[src/rtl/x_ramb16_s4_arb.sv]
// x_ramb16_s4_arb: two-client round-robin arbiter and read-response router
// for one 4096 x 4-bit port of an X_RAMB16_S4_S4 block RAM.
// Optional feature: define X_RAMB16_ARB_SCRUB_EN to write SCRUB_VAL to
// addresses 0..SCRUB_LAST after every reset (BUSY high while scrubbing).
module x_ramb16_s4_arb #(
  parameter logic [3:0]  SCRUB_VAL  = 4'h0,
  parameter logic [11:0] SCRUB_LAST = 12'hFFF
) (
  input  logic        CLK,
  input  logic        SSR,
  input  logic        REQ0_VALID,
  output logic        REQ0_READY,
  input  logic        REQ0_WE,
  input  logic [11:0] REQ0_ADDR,
  input  logic [3:0]  REQ0_DI,
  input  logic        REQ1_VALID,
  output logic        REQ1_READY,
  input  logic        REQ1_WE,
  input  logic [11:0] REQ1_ADDR,
  input  logic [3:0]  REQ1_DI,
  output logic        RSP0_VALID,
  output logic        RSP1_VALID,
  output logic [3:0]  RSP_DATA,
  output logic        RAM_EN,
  output logic        RAM_WE,
  output logic [11:0] RAM_ADDR,
  output logic [3:0]  RAM_DI,
  input  logic [3:0]  RAM_DO,
  output logic        BUSY
);

  typedef enum logic [1:0] {
    ST_RST   = 2'd0,
    ST_SCRUB = 2'd1,
    ST_RUN   = 2'd2
  } state_t;

  state_t state, state_next;

  logic        last_grant;   // 1 = client 1 was granted most recently
  logic        grant0, grant1, accept;
  logic        sel_id, sel_we;
  logic [11:0] sel_addr;
  logic [3:0]  sel_di;
  logic        tag0_valid, tag0_id, tag1_valid, tag1_id;

`ifdef X_RAMB16_ARB_SCRUB_EN
  logic [11:0] scrub_cnt;
`endif

  // State register; SSR forces RST from any state.
  // NOTE: sequential logic uses non-blocking (<=) so every flop samples
  // pre-edge values regardless of block ordering.
  always_ff @(posedge CLK) begin
    if (SSR) state <= ST_RST;
    else     state <= state_next;
  end

  // Next-state decode and round-robin grant.
  // NOTE: every output of this block gets a default first, so no path
  // leaves a signal unassigned and no latch is inferred.
  always_comb begin
    state_next = state;
    grant0     = 1'b0;
    grant1     = 1'b0;
    case (state)
      ST_RST: begin
`ifdef X_RAMB16_ARB_SCRUB_EN
        state_next = ST_SCRUB;
`else
        state_next = ST_RUN;
`endif
      end
      ST_SCRUB: begin
`ifdef X_RAMB16_ARB_SCRUB_EN
        if (scrub_cnt == SCRUB_LAST) state_next = ST_RUN;
`else
        state_next = ST_RUN;
`endif
      end
      ST_RUN: begin
        // Client 0 wins when alone or when client 1 had the last grant.
        if (REQ0_VALID && (!REQ1_VALID || last_grant)) grant0 = 1'b1;
        else if (REQ1_VALID)                           grant1 = 1'b1;
      end
      default: state_next = ST_RST;
    endcase
  end

  assign REQ0_READY = grant0;
  assign REQ1_READY = grant1;
  assign accept     = grant0 | grant1;
  assign sel_id     = grant1;
  assign sel_we     = grant1 ? REQ1_WE   : REQ0_WE;
  assign sel_addr   = grant1 ? REQ1_ADDR : REQ0_ADDR;
  assign sel_di     = grant1 ? REQ1_DI   : REQ0_DI;

`ifdef X_RAMB16_ARB_SCRUB_EN
  // Scrub address counter: runs only while in SCRUB, restarts at 0 otherwise.
  always_ff @(posedge CLK) begin
    if (SSR || state != ST_SCRUB) scrub_cnt <= '0;
    else                          scrub_cnt <= scrub_cnt + 12'd1;
  end

  assign BUSY = (state != ST_RUN);
`else
  assign BUSY = 1'b0;
  // Parameters only matter to the scrub engine; fold them so they stay referenced.
  logic unused_params;
  assign unused_params = ^{SCRUB_VAL, SCRUB_LAST};
`endif

  // RAM command register, grant pointer, read-tag pipe and response register.
  // NOTE: all control state is cleared on SSR, including the tag pipe, so a
  // read in flight at reset never produces a response.
  always_ff @(posedge CLK) begin
    if (SSR) begin
      RAM_EN     <= 1'b0;
      RAM_WE     <= 1'b0;
      RAM_ADDR   <= '0;
      RAM_DI     <= '0;
      last_grant <= 1'b1;
      tag0_valid <= 1'b0;
      tag0_id    <= 1'b0;
      tag1_valid <= 1'b0;
      tag1_id    <= 1'b0;
      RSP0_VALID <= 1'b0;
      RSP1_VALID <= 1'b0;
      RSP_DATA   <= '0;
    end else begin
      RAM_EN <= 1'b0;
      RAM_WE <= 1'b0;
`ifdef X_RAMB16_ARB_SCRUB_EN
      if (state == ST_SCRUB) begin
        RAM_EN   <= 1'b1;
        RAM_WE   <= 1'b1;
        RAM_ADDR <= scrub_cnt;
        RAM_DI   <= SCRUB_VAL;
      end
`endif
      // Grants are only ever raised in RUN, so this never collides with scrub.
      if (accept) begin
        RAM_EN     <= 1'b1;
        RAM_WE     <= sel_we;
        RAM_ADDR   <= sel_addr;
        RAM_DI     <= sel_di;
        last_grant <= sel_id;
      end
      // Stage 0 covers the RAM command cycle, stage 1 the RAM output cycle.
      tag0_valid <= accept & ~sel_we;
      tag0_id    <= sel_id;
      tag1_valid <= tag0_valid;
      tag1_id    <= tag0_id;
      RSP0_VALID <= tag1_valid & ~tag1_id;
      RSP1_VALID <= tag1_valid &  tag1_id;
      if (tag1_valid) RSP_DATA <= RAM_DO;
    end
  end

endmodule

[config.mk]
export PLATFORM = sky130hd
export DESIGN_NAME = x_ramb16_s4_arb
export DESIGN_NICKNAME = d
export VERILOG_FILES = /design/src/rtl/x_ramb16_s4_arb.sv
export SDC_FILE = /design/constraint.sdc
export NUM_CORES = 1
export LEC_CHECK = 0
export CAP_MARGIN = 15
export CORE_MARGIN = 5
export CORE_UTILIZATION = 29
export DETAILED_ROUTE_END_ITERATION = 7
export SLEW_MARGIN = 15
export SYNTH_ARGS = -nofsm -noshare
export SYNTH_HDL_FRONTEND = slang
export SYNTH_SLANG_ARGS = --single-unit
[constraint.sdc]
create_clock -name CLK -period 2.35 [get_ports CLK]
set_input_delay 0.3525 -clock CLK [delete_from_list [all_inputs] [get_ports CLK]]
set_output_delay 0.3525 -clock CLK [all_outputs]
set_load 0.005 [all_outputs]
## Yosys cells after proc, flatten, opt, wreduce, memory -nomap -nowiden

Index checks and enable logic that the tools add are counted.
W data, S select, Z words.

- Bits in registers: 31
- Word-level logic and storage cells: 38
- Input bits: 42

- Bitwise gates (word level): 7
- Multiplexer cells: 10
- Equality and inequality tests: 2
- Reductions and logical operators: 6

Operator list:

| kind | number |
|---|---|
| $mux W12 | 1 |
| $mux W1 | 7 |
| $mux W4 | 1 |
| $pmux W2 S2 | 1 |
| $reduce_or A2 Y1 | 2 |
| $and A1 B1 Y1 | 3 |
| $not A1 Y1 | 3 |
| $eq A2 B1 Y1 const B | 1 |
| $eq A2 B2 Y1 const B | 1 |
| $logic_not A2 Y1 | 1 |
| $logic_and A1 B1 Y1 | 1 |
| $logic_not A1 Y1 | 1 |
| $logic_or A1 B1 Y1 | 1 |
| $or A1 B1 Y1 | 1 |

## Longest topological paths before layout

Gate-level depths: netlist of run 1.

- Depth after elaboration: 8
- Depth in mapped cells: 5
- Gate-level depth less buffers: 3

## Worst setup path after synthesis of run 1

Ideal clock, no wire load.

- Path kind: flip-flop to output port
- From: register last_grant
- To: output port REQ0_READY
- Stages on the path, launching flop included: 4
- Path slack: 1.136 ns
- Arrival: 0.861 ns
- Buffers on the path: 1
- Cell sequence: dfxtp_1 > inv_2 > buf_2 > a211oi_2

- Cells in the longest elaborated chain, start to end: 4

Ends and longest elaborated chain:

| element | RTL line | RTL |
|---|---|---|
| start, declared | 40 | `logic last_grant;` |
| start signal, assigned | 147 | `last_grant <= sel_id;` |
| $logic_or A1 B1 Y1 | 83 | `if (REQ0_VALID && (!REQ1_VALID \|\| last_grant)) grant0 = 1'b1;` |
| $logic_and A1 B1 Y1 | 83 |  |
| $mux W1 | 83 |  |
| $mux W1 | 66 | `case (state)` |
| end, declared | 12 | `output logic REQ0_READY,` |

No other way between the ends.

## Final worst setup path of run 1

- From: input port REQ0_VALID
- To: output port REQ0_READY

- Cells in the longest elaborated chain, start to end: 3

Ends and longest elaborated chain:

| element | RTL line | RTL |
|---|---|---|
| start, declared | 11 | `input logic REQ0_VALID,` |
| $logic_and A1 B1 Y1 | 83 |  |
| $mux W1 | 83 |  |
| $mux W1 | 66 |  |

No other way between the ends.

==> results of run 1 <==
cell usage after synthesis (all sizes together):
| cell | count | share of area [%] |
|---|---|---|
| a21boi | 1 | 0.55 |
| dfxtp | 30 | 44 |
| conb | 1 | 0.27 |
| mux2i | 4 | 2.9 |
| inv | 21 | 5.7 |
| and3 | 3 | 1.7 |
| o21a | 1 | 0.64 |
| nor2b | 2 | 0.91 |
| o21ai | 17 | 6.2 |
| a21oi | 1 | 0.36 |
| a2111oi | 16 | 14 |
| nor3b | 1 | 0.55 |
| nor2 | 4 | 1.1 |
| nand4 | 1 | 0.45 |
| and2 | 2 | 0.91 |
| clkbuf | 3 | 0.82 |
| a211oi | 17 | 13 |
| a31o | 1 | 0.64 |
| buf | 9 | 5.4 |
| nand2 | 1 | 0.45 |
metrics by stage:
| step | hold WS (ns) | setup WS, ns | utilization [%] | instances |
|---|---|---|---|---|
| finish | 0.435 | 0.243 | 46.0 | 256 |
| global route | 0.454 | 0.200 | 46.0 | 256 |
| CTS | 0.434 | 0.241 | 46.0 | 256 |
| detailed placement | 0.423 | 0.244 | 44.0 | 248 |
| global placement | 0.406 | 0.287 | 44.0 | 248 |
| floorplan | 0.388 | 1.14 | - | 136 |
power by group through the flow:
| stage | clock network (mW) | registers, mW | logic (mW) |
|---|---|---|---|
| 3_3_place_gp | 0 | 0.566 | 0.235 |
| 5_1_grt | 0.454 | 0.559 | 0.256 |
| 4_1_cts | 0.429 | 0.556 | 0.239 |
| 3_5_place_dp | 0 | 0.567 | 0.238 |
| 2_1_floorplan | 0 | 0.566 | 0.0973 |
| 6_report | 0.413 | 0.556 | 0.237 |
area by class of cell:
| type | instances | area [um^2] |
|---|---|---|
| Clock buffer | 7 | 86.3 |
| Multi-Input combinational cell | 73 | 612 |
| Fill cell | 438 | 2520 |
| Clock inverter | 1 | 5.00 |
| Sequential cell | 30 | 601 |
| Tap cell | 54 | 67.6 |
| Timing Repair Buffer | 70 | 693 |
| Inverter | 21 | 78.8 |
worst max path at each step:
| stage | start | endpoint | slack, ns | cells after the start |
|---|---|---|---|---|
| finish | REQ0_VALID | REQ0_READY | 0.24 | 4 |
| global route | REQ0_VALID | REQ0_READY | 0.20 | 4 |
| CTS | REQ0_VALID | REQ0_READY | 0.24 | 4 |
| detailed placement | REQ0_VALID | REQ0_READY | 0.24 | 4 |
| global placement | REQ0_VALID | REQ0_READY | 0.29 | 4 |
| floorplan | last_grant$_SDFFE_PP1P_ | REQ0_READY | 1.14 | 3 |
logic make-up after synthesis:
logic type	synth area share [%]
AND/OR/NAND/NOR	6.09
other	0.272
multiplexers	2.91
flip-flops	43.6
buffers and inverters	11.9
AO/OA/AOI/OAI	35.2
placed cells by master, fill, tap and decap left out:
| cell type | n |
|---|---|
| nand4_1 | 1 |
| nand2_2 | 1 |
| inv_1 | 18 |
| clkdlybuf4s50_1 | 67 |
| nor3b_1 | 1 |
| clkinv_2 | 1 |
| and2_1 | 2 |
| mux2i_1 | 4 |
| and3_4 | 1 |
| and3_1 | 2 |
| nor2b_1 | 2 |
| conb_1 | 1 |
| a211oi_1 | 8 |
| a21boi_0 | 1 |
| o21a_2 | 1 |
| o21ai_1 | 2 |
| a31o_2 | 1 |
| dfxtp_1 | 30 |
| clkbuf_1 | 1 |
| o21ai_0 | 15 |
| clkbuf_8 | 6 |
| buf_4 | 3 |
| a21oi_1 | 1 |
| nor2_1 | 4 |
| a2111oi_0 | 7 |
| a2111oi_2 | 9 |
| inv_2 | 3 |
| a211oi_2 | 9 |
registers in the layout, summed over array words and instances (netlist names):
name,cells
tag0_id,1
RAM_DI,4
RSP0_VALID,1
RSP1_VALID,1
RAM_WE,1
tag1_id,1
RAM_EN,1
last_grant,1
state,1
RAM_ADDR,12
tag1_valid,1
tag0_valid,1
RSP_DATA,4
metal layers:
metal | vias to the layer above | routed length (um)
li1 | 631 | -
met1 | 582 | 1590
met2 | 43 | 2020
met3 | 2 | 207
met4 | 0 | 34
met5 | - | 0
==> flow_summary.ini, run 1 <==
[outcome]
status = complete, no violations

[pwr]
power.share.sequential_pct = 46.1
power.internal_mw = 0.915
power_leakage_nw = 0.799
switchingPower_mw = 0.291
power.density_mw_per_mm2 = 562
power_mw = 1.21
combinationalPowerShare_pct = 19.7
ir_worst_vdd_uv = 193
clkPwrFrac_pct = 34.3
switching_share_pct = 24.1

[grt]
grt-ovfl-total = 0
grt_usage_pct = 12.5
use_met3_pct = 3.29
grt_max_degree = 22
top_usage_layer = met2
grt_first_pass_wirelength_um = 6030
grt_antenna_before_repair = 0
use_met2_pct = 21.3
grtUsageMet1_pct = 14.8
first_global_vias = 1247

[logic_synthesis]
syn_area_mm2 = 0.00138
yosysUniqueCellTypes = 28
syn_area_per_cell_um2 = 10.1
ys_ff_latch = 30
netlist_instances = 136
seq_area_frac_synth_pct = 43.6
synth_warnings = 0
syn_nets = 178

[finish]
drive_gt1_share_pct = 17.3
n_antenna_cell = 0
fin_area_mm2 = 0.00214
area_growth_pct = 55.7
finish.net_count = 243

[clock_tree]
htreeDepth = 2
postCtsHoldBufs = 0
numCtsBuffers = 5
cts_resized = 0
cts_tree = done
cts_setup_buffers = 0
cts_num_sinks = 30
cts.clk_slew.worst_paths_ns = 0.06
cts-root-buf = clkbuf_8
worstSkewPairLatency_ns = 0.27
clock_path_buffers = 2

[floorplan]
start_util_pct = 29.5
num_rows = 25
dieWidth_um = 78.9
io_pins = 69
die_area_mm2 = 0.00622
fp.coreArea_mm2 = 0.00466
dieHeight_um = 78.9

[route]
vias = 1258
wl_per_cell_um = 15.1
via_per_inst = 4.91
drc_errors = 0
first_pass_iters = 4
drtIter0Drc = 47
drt-total-wl_um = 3860
antenna_left = 0

[placement]
gp_congestion = 0.728
dpl_cell_area_mm2 = 0.00205
hpwlAfterDp_um = 2860
port_buffers = 67

[setup_path]
path_max_fanout = 3
crit_top_cell = clkdlybuf4s50_1
path_class = in2out
ff2ff_path_depth = 3
critPathLaunchType = primary input
rrSetupSlack_ns = 1.07
critPathArrivalTime_ns = 1.75
crit_family = buffers and inverters
slowest_stage = clkdlybuf4s50_1
r2r-end = RAM_WE$_SDFF_PP0_
cp.required_ns = 2.00
worst-path-buf-inv = 3
r2r-start = state[1]$_SDFFE_PP0N_
end_kind = output pin
slowest_delay_ns = 0.54
crit_chain = clkdlybuf4s50_1 > inv_1 > a211oi_2 > clkdlybuf4s50_1

[worst_hold_path]
hold_start = tag1_id$_SDFF_PP0_
hold_path_class = reg2reg
hold_path_depth = 1
hold_end = RSP0_VALID$_SDFF_PP0_

[timing]
clock_skew_ns = 0.00222
period_minus_slack_ns = 2.11
setup_viol = 0
fmax_mhz = 475
hold_violations = 0
fin_setup_tns_ns = 0
rsz0062_at_grt = no
post-route-period-util_pct = 89.7
report.final.slew_viol_count = 0

[flow_run]
cap_viol_max_count = 0
Power figures use the tool's default switching activity.
==> run 2: changes to the inputs <==
CORE_MARGIN = unset   (was 5)
==> run 2 against run 1 <==
  * Total power increased by 0.36%
  * Final area is 0.12% lower
  * Cell count down 0.78%
  * Die area fell by 19%
  * Sequential power is essentially flat
  * Clock power rose by 1%
  * Worst hold slack worse by 0.022 ns
  * Register-to-register slack worse by 0.19 ns
  * Critical path depth unchanged
  * Critical path type unchanged
  * Highest routed layer unchanged
==> flow_summary.ini, run 2 (synthesis results as in run 1) <==
[route]
vias = 1274
wl_per_cell_um = 14.4
antenna_left = 0
via_per_inst = 5.02
drtIter0Drc = 54
drt-total-wl_um = 3670
first_pass_iters = 6
drc_errors = 0

[timing]
holdWs_ns = 0.412
period_minus_slack_ns = 2.07
relSlewSlack_pct = 55.0
post-route-period-util_pct = 88.3
hold_violations = 0
setup_viol = 0
fmax_mhz = 482
worst_pin_slew_ns = 0.658
rsz0062_at_grt = no
clock_skew_ns = 0.00719
fin_setup_tns_ns = 0
report.final.slew_viol_count = 0

[floorplan]
num_rows = 24
dieHeight_um = 70.9
start_util_pct = 31.0
fp.coreArea_mm2 = 0.00444
die_area_mm2 = 0.00503
dieWidth_um = 70.9
io_pins = 69

[setup_path]
cp.required_ns = 2.00
slowest_delay_ns = 0.54
slowest_stage = clkdlybuf4s50_1
path_depth = 4
path_max_fanout = 3
crit_top_cell = clkdlybuf4s50_1
crit_family = buffers and inverters
critPathLaunchType = primary input
worst-path-buf-inv = 3
end_kind = output pin
path_class = in2out
crit_chain = clkdlybuf4s50_1 > inv_1 > a211oi_2 > clkdlybuf4s50_1
critPathArrivalTime_ns = 1.72
rrSetupSlack_ns = 0.88
ff2ff_path_depth = 3

[clock_tree]
cts_resized = 0
cts-root-buf = clkbuf_8
worstSkewPairLatency_ns = 0.27
htreeDepth = 2
clock_path_buffers = 2
postCtsHoldBufs = 0
cts_setup_buffers = 0
cts_tree = done
cts.clk_slew.worst_paths_ns = 0.06
cts_num_sinks = 30
numCtsBuffers = 5

[pwr]
power.density_mw_per_mm2 = 565
power_mw = 1.21
ir_worst_vdd_uv = 197
power_leakage_nw = 0.799

[grt]
grt_antenna_before_repair = 0
grt_max_degree = 22
grt-ovfl-total = 0
first_global_vias = 1223
grt_usage_pct = 15.0
grt_first_pass_wirelength_um = 5910

[placement]
hpwlAfterDp_um = 2610
gp_congestion = 0.682
port_buffers = 67
dp.cells = 246

[finish]
largest-register = RAM_ADDR
fillers = 412
n_antenna_cell = 0
final_cell_mix = 67 x clkdlybuf4s50_1, 30 x dfxtp_1, 18 x inv_1
area_growth_pct = 55.5
top_regs = RAM_ADDR (12), RAM_DI (4), RSP_DATA (4)
largest_register_ffs = 12
layout_commonest_cell = clkdlybuf4s50_1
drive_gt1_share_pct = 17.3
fin_cells = 254
finish.net_count = 243
final_util_pct = 48.2

[outcome]
status = complete, no violations

[flow_run]
cap_viol_max_count = 0

[worst_hold_path]
hold_path_depth = 1
hold_path_class = reg2reg
[run 2: cell counts in the layout (fill, tap and decap cells not counted)]
Identical to the previous run, type by type.
[run 2: through the flow]
stage,instance area (um^2),setup slack (ns)
3_5_place_dp,2050,0.269
6_report,2140,0.276
3_3_place_gp,2050,0.286
4_1_cts,2140,0.267
5_1_grt,2140,0.185
2_1_floorplan,1380,1.14
[run 2: layout make-up]
type                       instances  area (um^2)  area share [%]
inverter                          21         78.8            3.68
timing repair buffer              70          693            32.4
tap                               52         65.1            3.04
sequential                        30          601            28.1
clock inverter                     1         5.00           0.234
multi-input combinational         73          612            28.6
clock buffer                       7         86.3            4.03
[run 2: worst paths after layout]
kind,startpoint,end
max,REQ0_VALID,REQ0_READY
min,tag1_id$_SDFF_PP0_,RSP0_VALID$_SDFF_PP0_
max reg2reg,last_grant$_SDFFE_PP1P_,RAM_ADDR[2]$_SDFFE_PP0P_
min reg2reg,tag1_id$_SDFF_PP0_,RSP0_VALID$_SDFF_PP0_
[run 2: power breakdown]
part	leakage (nW)	switching, mW	internal, mW
sequential	0.247	0.0170	0.539
clock	0.0482	0.183	0.236
combinational	0.503	0.0955	0.140
[run 2: worst register-to-register path, delay by kind of cell (launching register included)]
family | cells | cell delay, ns
AOI/OAI and AO/OA | 2 | 0.75
buffers and inverters | 1 | 0.18
DFF | 1 | 0.38
[run 2: layer usage]
metal / vias up / track usage (%) / wire length [um]
li1: 623 / - / -
met1: 597 / 18.7 / 1650
met2: 49 / 23.6 / 1680
met3: 5 / 5.84 / 284
met4: 0 / 5.33 / 55
met5: - / 0 / 0
==> run 3: changes to the inputs <==
CORE_ASPECT_RATIO = 1.2   (was unset)
clock period = 2.5 ns   (was 2.35 ns; I/O delays follow)
==> run 3 against run 2 <==
  * First-iteration DRC count is 50% lower
  * Non-clock buffer count stayed put
  * Sequential power down 6.1%
  * Total power rose by 12%
  * Wire length up 0.87%
  * Global-route usage rose by 0.68 points
  * Count of clock-buffer cells in the layout decreased by 1
  * Die area hardly changed
  * Critical path depth down 1
  * Flip-flop and latch count is the same
  * Critical path type unchanged
  * Critical endpoint unchanged
  * Largest cell class unchanged
==> flow_summary.ini, run 3 (synthesis results as in run 1) <==
[outcome]
status = complete, no violations

[grt]
grt_first_pass_wirelength_um = 5950
grt_antenna_before_repair = 0
first_global_vias = 1263
grt_max_degree = 22
grt-ovfl-total = 0
grt_usage_pct = 15.7

[floorplan]
io_pins = 69
dieWidth_um = 64.9
num_rows = 27
start_util_pct = 30.2
dieHeight_um = 77.5
fp.coreArea_mm2 = 0.00456
die_area_mm2 = 0.00503

[pwr]
power_mw = 1.35
combinationalPowerShare_pct = 16.3
power.internal_mw = 1.06
power.share.sequential_pct = 38.7
clkPwrFrac_pct = 45.0
ir_worst_vdd_uv = 401
switchingPower_mw = 0.286
power_leakage_nw = 0.822
power.density_mw_per_mm2 = 613
switching_share_pct = 21.2

[worst_hold_path]
hold_start = tag1_id$_SDFF_PP0_
hold_path_class = reg2reg

[setup_path]
end_kind = output pin
critPathLaunchType = primary input
rrSetupSlack_ns = 1.23
crit_start = REQ1_VALID
r2r-start = last_grant$_SDFFE_PP1P_
crit_chain = clkdlybuf4s50_1 > a211oi_2 > clkdlybuf4s50_1
path_max_fanout = 10
crit_top_cell = clkdlybuf4s50_1
cp.required_ns = 2.12
critPathArrivalTime_ns = 1.84
path_class = in2out
slowest_stage = clkdlybuf4s50_1
slowest_delay_ns = 0.57

[placement]
dp.cells = 252
post-place-ws_ns = 0.280
dpl_cell_area_mm2 = 0.00206
port_buffers = 67
hpwlAfterDp_um = 2740
gp_congestion = 0.759

[timing]
hold_violations = 0
post-route-period-util_pct = 88.6
holdWs_ns = 0.437
fin_ws_ns = 0.285
rsz0062_at_grt = no
period_minus_slack_ns = 2.22
fmax_mhz = 451
report.final.slew_viol_count = 0
clock_skew_ns = 0.00293
setup_viol = 0
fin_setup_tns_ns = 0

[finish]
largest_register_ffs = 12
layout_commonest_cell = clkdlybuf4s50_1
final_util_pct = 48.2
top_regs = RAM_ADDR (12), RAM_DI (4), RSP_DATA (4)
final_cell_mix = 67 x clkdlybuf4s50_1, 30 x dfxtp_1, 18 x inv_1
area_growth_pct = 59.8
drive_gt1_share_pct = 17.8
finish.net_count = 243
fin_cells = 260
fillers = 448
n_antenna_cell = 0
largest-register = RAM_ADDR
fin_area_mm2 = 0.00220

[clock_tree]
cts-root-buf = clkbuf_8
worstSkewPairLatency_ns = 0.28
cts_tree = done
cts_resized = 0
clock_path_buffers = 2
cts_setup_buffers = 0
numCtsBuffers = 5
postCtsHoldBufs = 0
htreeDepth = 2
cts_num_sinks = 30
cts.clk_slew.worst_paths_ns = 0.06

[route]
first_pass_iters = 4
vias = 1284
drt-total-wl_um = 3700
wl_per_cell_um = 14.2
antenna_left = 0
drtIter0Drc = 27
via_per_inst = 4.94
drc_errors = 0

[flow_run]
cap_viol_max_count = 0
run 3: cell count changes in the layout (fill, tap and decap cells not counted), sizes merged:
cell,change
clkinv,-1
bufinv,+2
clkbuf,-1
run 3: final cells by class:
cell class                 instances  area [um^2]  area share [%]
sequential                        30          601            27.3
multi-input combinational         73          612            27.8
tap                               58         72.6            3.30
inverter                          21         78.8            3.58
clock inverter                     2         60.1            2.73
timing repair buffer              70          693            31.5
clock buffer                       6         82.6            3.75
run 3: worst max-delay path: cells and delay by family:
family | cells | cell delay (ns)
buffers and inverters | 2 | 1.13
AO/OA/AOI/OAI | 1 | 0.33
run 3: power groups by stage:
stage / clock network, mW / registers (mW) / logic, mW
after global routing: 0.651 / 0.526 / 0.239
final: 0.607 / 0.522 / 0.220
after CTS: 0.617 / 0.523 / 0.224
after detailed placement: 0 / 0.533 / 0.222
after global placement: 0 / 0.532 / 0.219
after floorplan: 0 / 0.532 / 0.0915
run 3: path summary, 6_finish.rpt:
kind,endpoint,cells past startpoint
setup / recovery,REQ0_READY,3
hold / removal,RSP0_VALID$_SDFF_PP0_,1
setup reg to reg,RAM_ADDR[0]$_SDFFE_PP0P_,3
hold reg to reg,RSP0_VALID$_SDFF_PP0_,1
run 3: layer usage:
metal  GRT usage, %  wire, um  vias to the layer above
met5              0         0                        -
met4           5.33        51                        0
met3           5.15       212                        4
met2           27.4      1990                       44
met1           17.4      1450                      614
li1               -         -                      622
